### src/rtl/pipe_stage_buf_pkg.sv
// pipe_stage_buf_pkg: shared sizing helpers for the pipeline-stage buffer.
//   ptr_width(depth) - pointer width for a circular buffer of 'depth' entries.
//                      Never returns 0, so a DEPTH=1 buffer still has a legal
//                      1-bit pointer; that pointer is held at 0.
//   cnt_width(depth) - width of an occupancy counter that can hold 0..depth.
package pipe_stage_buf_pkg;

  function automatic int unsigned ptr_width(int unsigned depth);
    return (depth > 1) ? $clog2(depth) : 1;
  endfunction

  function automatic int unsigned cnt_width(int unsigned depth);
    return $clog2(depth + 1);
  endfunction

endpackage

### src/rtl/pipe_buf_mem.sv
// pipe_buf_mem: DEPTH x DW storage array with one write port and one
// asynchronous read port. The array is not reset. It is kept separate so the
// control logic stays the same if the array is later mapped to LUTRAM.
//   clk    in  clock; the write happens on the rising edge
//   we     in  write enable
//   waddr  in  write address
//   wdata  in  write data
//   raddr  in  read address
//   rdata  out combinational read data, mem[raddr]
module pipe_buf_mem #(
  parameter int unsigned DW    = 64,
  parameter int unsigned DEPTH = 2,
  parameter int unsigned AW    = 1
) (
  input  logic          clk,
  input  logic          we,
  input  logic [AW-1:0] waddr,
  input  logic [DW-1:0] wdata,
  input  logic [AW-1:0] raddr,
  output logic [DW-1:0] rdata
);

  logic [DW-1:0] mem_q [DEPTH];

  always_ff @(posedge clk) begin
    if (we) begin
      mem_q[waddr] <= wdata;
    end
  end

  assign rdata = mem_q[raddr];

endmodule

### src/rtl/pipe_stage_buf.sv
// pipe_stage_buf: parametrised valid/ready buffer between two pipeline stages,
// built as a circular buffer of DEPTH entries with a synchronous flush.
//   clk        in  clock; all state updates on the rising edge
//   rst_n      in  asynchronous active-low reset
//   flush      in  discard all entries at the next edge
//   in_valid   in  upstream holds a valid payload
//   in_ready   out buffer accepts this cycle
//   in_data    in  upstream payload (DW bits)
//   out_valid  out head entry valid
//   out_ready  in  downstream accepts the head entry
//   out_data   out head entry payload (DW bits)
//   count      out current occupancy, 0..DEPTH
// PASS_READY=1 lets a pop free a slot in the same cycle, so in_ready may depend
// on out_ready. PASS_READY=0 makes in_ready depend on occupancy only.
module pipe_stage_buf
  import pipe_stage_buf_pkg::*;
#(
  parameter int unsigned DW         = 64,
  parameter int unsigned DEPTH      = 2,
  parameter bit          PASS_READY = 1'b0
) (
  input  logic                         clk,
  input  logic                         rst_n,
  input  logic                         flush,
  input  logic                         in_valid,
  output logic                         in_ready,
  input  logic [DW-1:0]                in_data,
  output logic                         out_valid,
  input  logic                         out_ready,
  output logic [DW-1:0]                out_data,
  output logic [$clog2(DEPTH+1)-1:0]   count
);

  localparam int unsigned AW = ptr_width(DEPTH);
  localparam int unsigned CW = cnt_width(DEPTH);

  logic [AW-1:0] wr_ptr_q, wr_ptr_d;
  logic [AW-1:0] rd_ptr_q, rd_ptr_d;
  logic [CW-1:0] count_q, count_d;
  logic          full, empty, push, pop;

  // DEPTH is a power of two, so the natural binary wrap is modulo DEPTH.
  // A single-entry buffer keeps both pointers at 0.
  function automatic logic [AW-1:0] ptr_inc(logic [AW-1:0] p);
    return (DEPTH == 1) ? '0 : p + 1'b1;
  endfunction

  assign full      = (count_q == CW'(DEPTH));
  assign empty     = (count_q == '0);
  assign out_valid = ~empty;
  assign in_ready  = PASS_READY ? (~full | out_ready) : ~full;
  assign push      = in_valid & in_ready;
  assign pop       = out_valid & out_ready;
  assign count     = count_q;

  always_comb begin
    wr_ptr_d = wr_ptr_q;
    rd_ptr_d = rd_ptr_q;
    count_d  = count_q;
    if (flush) begin
      // A same-cycle push is dropped; a same-cycle pop already completed downstream.
      wr_ptr_d = '0;
      rd_ptr_d = '0;
      count_d  = '0;
    end else begin
      if (push) wr_ptr_d = ptr_inc(wr_ptr_q);
      if (pop)  rd_ptr_d = ptr_inc(rd_ptr_q);
      if (push && !pop) begin
        count_d = count_q + CW'(1);
      end else if (pop && !push) begin
        count_d = count_q - CW'(1);
      end
    end
  end

  always_ff @(posedge clk or negedge rst_n) begin
    if (!rst_n) begin
      wr_ptr_q <= '0;
      rd_ptr_q <= '0;
      count_q  <= '0;
    end else begin
      wr_ptr_q <= wr_ptr_d;
      rd_ptr_q <= rd_ptr_d;
      count_q  <= count_d;
    end
  end

  // When full with push and pop together, wr_ptr equals rd_ptr: the head is
  // read out combinationally this cycle and overwritten at the edge.
  pipe_buf_mem #(
    .DW    (DW),
    .DEPTH (DEPTH),
    .AW    (AW)
  ) u_mem (
    .clk   (clk),
    .we    (push & ~flush),
    .waddr (wr_ptr_q),
    .wdata (in_data),
    .raddr (rd_ptr_q),
    .rdata (out_data)
  );

endmodule

### config.mk
export PLATFORM = sky130hd
export DESIGN_NAME = pipe_stage_buf
export DESIGN_NICKNAME = d
export VERILOG_FILES = /design/src/rtl/pipe_stage_buf_pkg.sv /design/src/rtl/pipe_buf_mem.sv /design/src/rtl/pipe_stage_buf.sv
export SDC_FILE = /design/constraint.sdc
export NUM_CORES = 1
export LEC_CHECK = 0
export ABC_AREA = 1
export CELL_PAD_IN_SITES_DETAIL_PLACEMENT = 0
export CELL_PAD_IN_SITES_GLOBAL_PLACEMENT = 1
export CORE_ASPECT_RATIO = 0.7
export CORE_UTILIZATION = 38
export DETAILED_ROUTE_END_ITERATION = 6
export PLACE_DENSITY = 0.77
export SETUP_SLACK_MARGIN = 0.4
export SLEW_MARGIN = 10
export SYNTH_ARGS = -nofsm -noshare
export SYNTH_HDL_FRONTEND = slang
export SYNTH_SLANG_ARGS = --single-unit
### constraint.sdc
create_clock -name clk -period 5.5 [get_ports clk]
set_input_delay 1.1 -clock clk [delete_from_list [all_inputs] [get_ports clk]]
set_output_delay 1.1 -clock clk [all_outputs]
set_load 0.02 [all_outputs]
# Yosys cells after proc, flatten, opt, wreduce, memory -nomap -nowiden
# Memories as Yosys holds them, arrays and structs flattened.
# Index checks and enable logic that the tools add are counted.
# op_classes
n_addsub	4
mux	9
bitwise	6
eq_ne	1
n_reduce_logical	8
# op_table
operator	n
$mux 1	6
$mux 2	3
$reduce_bool 2->1	2
$and 1x1->1	3
$not 1->1	3
$reduce_bool 3->1	1
$add 1x1->1 const B	2
$add 2x1->2 const B	1
$eq 2x2->1 const B	1
$logic_and 1x1->1	2
$logic_not 1->1	2
$logic_not 2->1	1
$sub 2x1->2 const B	1
# totals
output_inout_bits	68
mem_count	1
regBits	4
ram_bits	128
inputBits	69
elab_cells	32
# memory_table
name	words	word_bits	read_ports	rd_ports_with_merged_regs	write_ports	line	source
u_mem.mem_q	2	64	1	0	1	pipe_buf_mem.sv:23	logic [DW-1:0] mem_q [DEPTH];

# Longest topological paths before layout
# logic_depth
ltp_word	8
depth_mapped	7

# By module
# Synthesis repeated with hierarchy kept, for this count alone.
# hier_totals
hier_cells	375
area_unflattened_um2	4963.5
# modules_own_cells
module	area_each_um2	n_inst	cells_per_inst	seq_area_each_um2
pipe_buf_mem	4703.3	1	338	3843.7
pipe_stage_buf	260.2	1	37	100.1

# Least setup slack after synthesis
# OpenSTA, ideal clock, no wires.
# synth_path
path_kind	input to register
start	in in_valid
end	mem u_mem.mem_q[0][0], enable pin
setup_time_ns	0.486
setup_slack_ns	0.948
arrival_ns	4.066
path_stages	4
path_cell_list	inv_1 > a21oi_2 > nand2_1 > nor2_1
# synth_via
elab_chain_cells	4
# synth_lines
element	line	source
start, declared	pipe_stage_buf.sv:25	input logic in_valid,
$and 1x1->1	pipe_stage_buf.sv:52	assign push = in_valid & in_ready;
$and 1x1->1	pipe_stage_buf.sv:96	.we (push & ~flush),
$mux 1	pipe_buf_mem.sv:26	if (we) begin
$mux 1 (implied by the code)	pipe_buf_mem.sv:27	mem_q[waddr] <= wdata;
end, declared	pipe_buf_mem.sv:23	
# No other way between the ends.

# Final worst setup path
# layout_path
start	reg rd_ptr_q
end	out out_data[4]
# layout_via
elab_chain_cells	1
# layout_lines
element	line	source
start, declared	pipe_stage_buf.sv:38	logic [AW-1:0] rd_ptr_q, rd_ptr_d;
start signal, assigned	pipe_stage_buf.sv:83	rd_ptr_q <= rd_ptr_d;
$mem_v2 2x64	--	
end, declared	pipe_stage_buf.sv:30	output logic [DW-1:0] out_data,
# No other way between the ends.

==> impl_metrics.yaml <==
run_status:
  outcome: "finished, final reports clean"
clock_tree:
  cts-hold-fix-buffers: 0
  cts_setup_buffers: 0
  h-tree-depth: 4
  path_clk_slew_ns: 0.05
  ctsResizeCount: 0
  numCtsBuffers: 17
  clockBufferDepth: 2
  clockRootBuffer: "clkbuf_16"
  clock_sinks: 132
  clk_latency_ns: 0.40
  cts_tree: "yes"
setup_path:
  cp-start-kind: "register"
  worstSetupPathType: "register to output pin"
  crit_start: "rd_ptr_q$_DFFE_PN0P_"
  worstPathMaxFanout: 66
  worstPathRequired_ns: 4.40
  r2r_cells: 5
  end_kind: "output pin"
  rr_startpoint: "count[0]$_DFFE_PN0P_"
  worst-r2r-setup-slack_ns: 3.12
  worst_ep_arrival_time_ns: 2.52
logic_synthesis:
  synth_warnings: 0
  syn-num-nets: 444
  syn-cell-area_mm2: 0.00489
  synth.distinct_cells: 15
  synth_cells: 375
  yosysSeqAreaShare: 0.806
  synthTopCellsByArea: "edfxtp_1 79%, nand2_1 16%, dfrtp_1 2.0%, buf_2 1.1%, nor2_1 0.54%"
  syn_avg_cell_area_um2: 13.1
  ys_seq_elements: 132
  yosys.area.top_type_share: 0.785
  yosysTopAreaCell: "edfxtp_1"
sta:
  setup_tns_ns: 0
  drv_slew: 0
  finalClockSkew_ns: 0.00466
  hold_viol_final: 0
  period_needed_ns: 3.62
  maxSlewHeadroom: 0.254
  grt_setup_unrepaired: "false"
  holdWs_ns: 0.558
  worst_slew_pin_slew_ns: 1.12
  setup_viol: 0
  post-route-period-util: 0.658
  max_freq_ghz: 0.276
layout:
  drive_gt1_frac: 0.0642
  layout.cells.non_filler: 692
  nFillCells: 1026
  layout.nets: 588
  mostFrequentLayoutCells: "204 x nand2_1, 136 x clkdlybuf4s50_1, 128 x edfxtp_1, 17 x clkbuf_16, 6 x clkbuf_1"
  final_common_cell: "nand2_1"
  postLayoutCellArea_mm2: 0.00694
  diodes: 0
  syn2layout_area_growth_pct: 41.8
placed_design:
  dpl.hpwl_mm: 6.48
  portBuffers: 136
  post_dp_cell_area_mm2: 0.00643
  routabilityCongestion: 0.799
  place_inst: 662
floorplanning:
  die_x_um: 138
  start_util: 0.391
  die_h_um: 97.0
  ios: 137
  dieArea_mm2: 0.0133
  core_mm2: 0.0125
  rows: 34
power_and_ir_drop:
  power_density_mw_per_mm2: 401
  vdd_ir_drop_max_mv: 0.219
  p_leak_nw: 2.66
global_routing:
  grtUsageTotal: 0.163
  grt_pass1_vias: 3046
  grt_remaining_overflow: 0
  grt_start_max_net_pins: 67
  antenna_found_initial: 0
  grt_pass1_wl_mm: 15.6
drt:
  via_count: 3099
  routedWlPerCell_um: 15.0
  dr.pass1.iters: 4
  viasPerCell: 4.48
  routed_wl_mm: 10.4
  drt_iter0_drc: 194
  route.detailed.drc: 0
  postRouteAntennaNets: 0
job:
  max_cap_violations: 0
hold_path:
  min_from: "wr_ptr_q$_DFFE_PN0P_"
  hold_class: "register to register"
  hold_path_depth: 1
-- cell type report --
class,instances,area (um^2),share of cell area
tap,162,203,0.0292
timing repair buffer,139,1380,0.199
inverter,6,22.5,0.00325
sequential,132,3950,0.569
clock buffer,23,448,0.0646
clock inverter,7,60.1,0.00865
multi-input combinational,223,877,0.126
-- sequential cells by signal, indices dropped and copies added, names as in the netlist --
register and flops:
wr_ptr_q 1, u_mem.mem_q 128, count 2, rd_ptr_q 1
-- metrics by stage --
| stage | setup WS [ns] | total power, mW | util |
|---|---|---|---|
| after floorplan | 0.948 | 1.52 | - |
| after global placement | 2.09 | 1.82 | 0.514 |
| after detailed placement | 2.04 | 1.83 | 0.514 |
| after CTS | 1.82 | 2.81 | 0.555 |
| after global routing | 1.62 | 2.91 | 0.555 |
| final | 1.88 | 2.78 | 0.555 |
-- cell usage after synthesis --
cell type and n:
nand3_1 4, dfrtp_1 4, a21oi_2 1, inv_2 1, o22ai_1 1, nand4_1 1, a21oi_1 1, nand2_2 3
nor2_1 7, inv_1 5, buf_2 11, nand2_1 204, edfxtp_1 128, clkbuf_1 3, o21ai_0 1
-- worst max-delay path, cell delays in order (launching register included) --
cell             delay (ns)
dfrtp_2                0.40
inv_2                  0.80
nand2_1                0.14
nand2_1                0.13
clkdlybuf4s50_1        0.61
-- cells by family (layout without fill, tap and decap cells) --
logic type / Yosys count / after routing / share of synthesized area
AOI/OAI and AO/OA: 4 / 4 / 0.00511
and+or+nand+nor: 219 / 219 / 0.171
buffers and inverters: 20 / 175 / 0.0181
DFF: 132 / 132 / 0.806
-- routing by layer --
metal / global-route usage / routed length [um] / vias to the layer above / part of all wire
met5: 0 / 0 / - / 0
met4: 0.0609 / 85 / 0 / 0.0082
met3: 0.0650 / 915 / 12 / 0.088
met2: 0.220 / 4340 / 121 / 0.42
met1: 0.233 / 5070 / 1414 / 0.49
li1: - / - / 1552 / -
-- power breakdown --
part | total, mW | internal [mW] | switching [mW]
logic | 0.603 | 0.255 | 0.348
clock network | 0.980 | 0.609 | 0.371
registers | 1.20 | 1.18 | 0.0219
total | 2.78 | 2.04 | 0.741
-- worst paths after layout --
path	endpoint
worst max-delay path	out_data[4]
worst min-delay path	wr_ptr_q$_DFFE_PN0P_
worst max register to register	u_mem.mem_q[0][53]$_DFFE_PP_
worst min register to register	wr_ptr_q$_DFFE_PN0P_
max in group asynchronous	rd_ptr_q$_DFFE_PN0P_
min in group asynchronous	rd_ptr_q$_DFFE_PN0P_
Power figures use the tool's default switching activity.
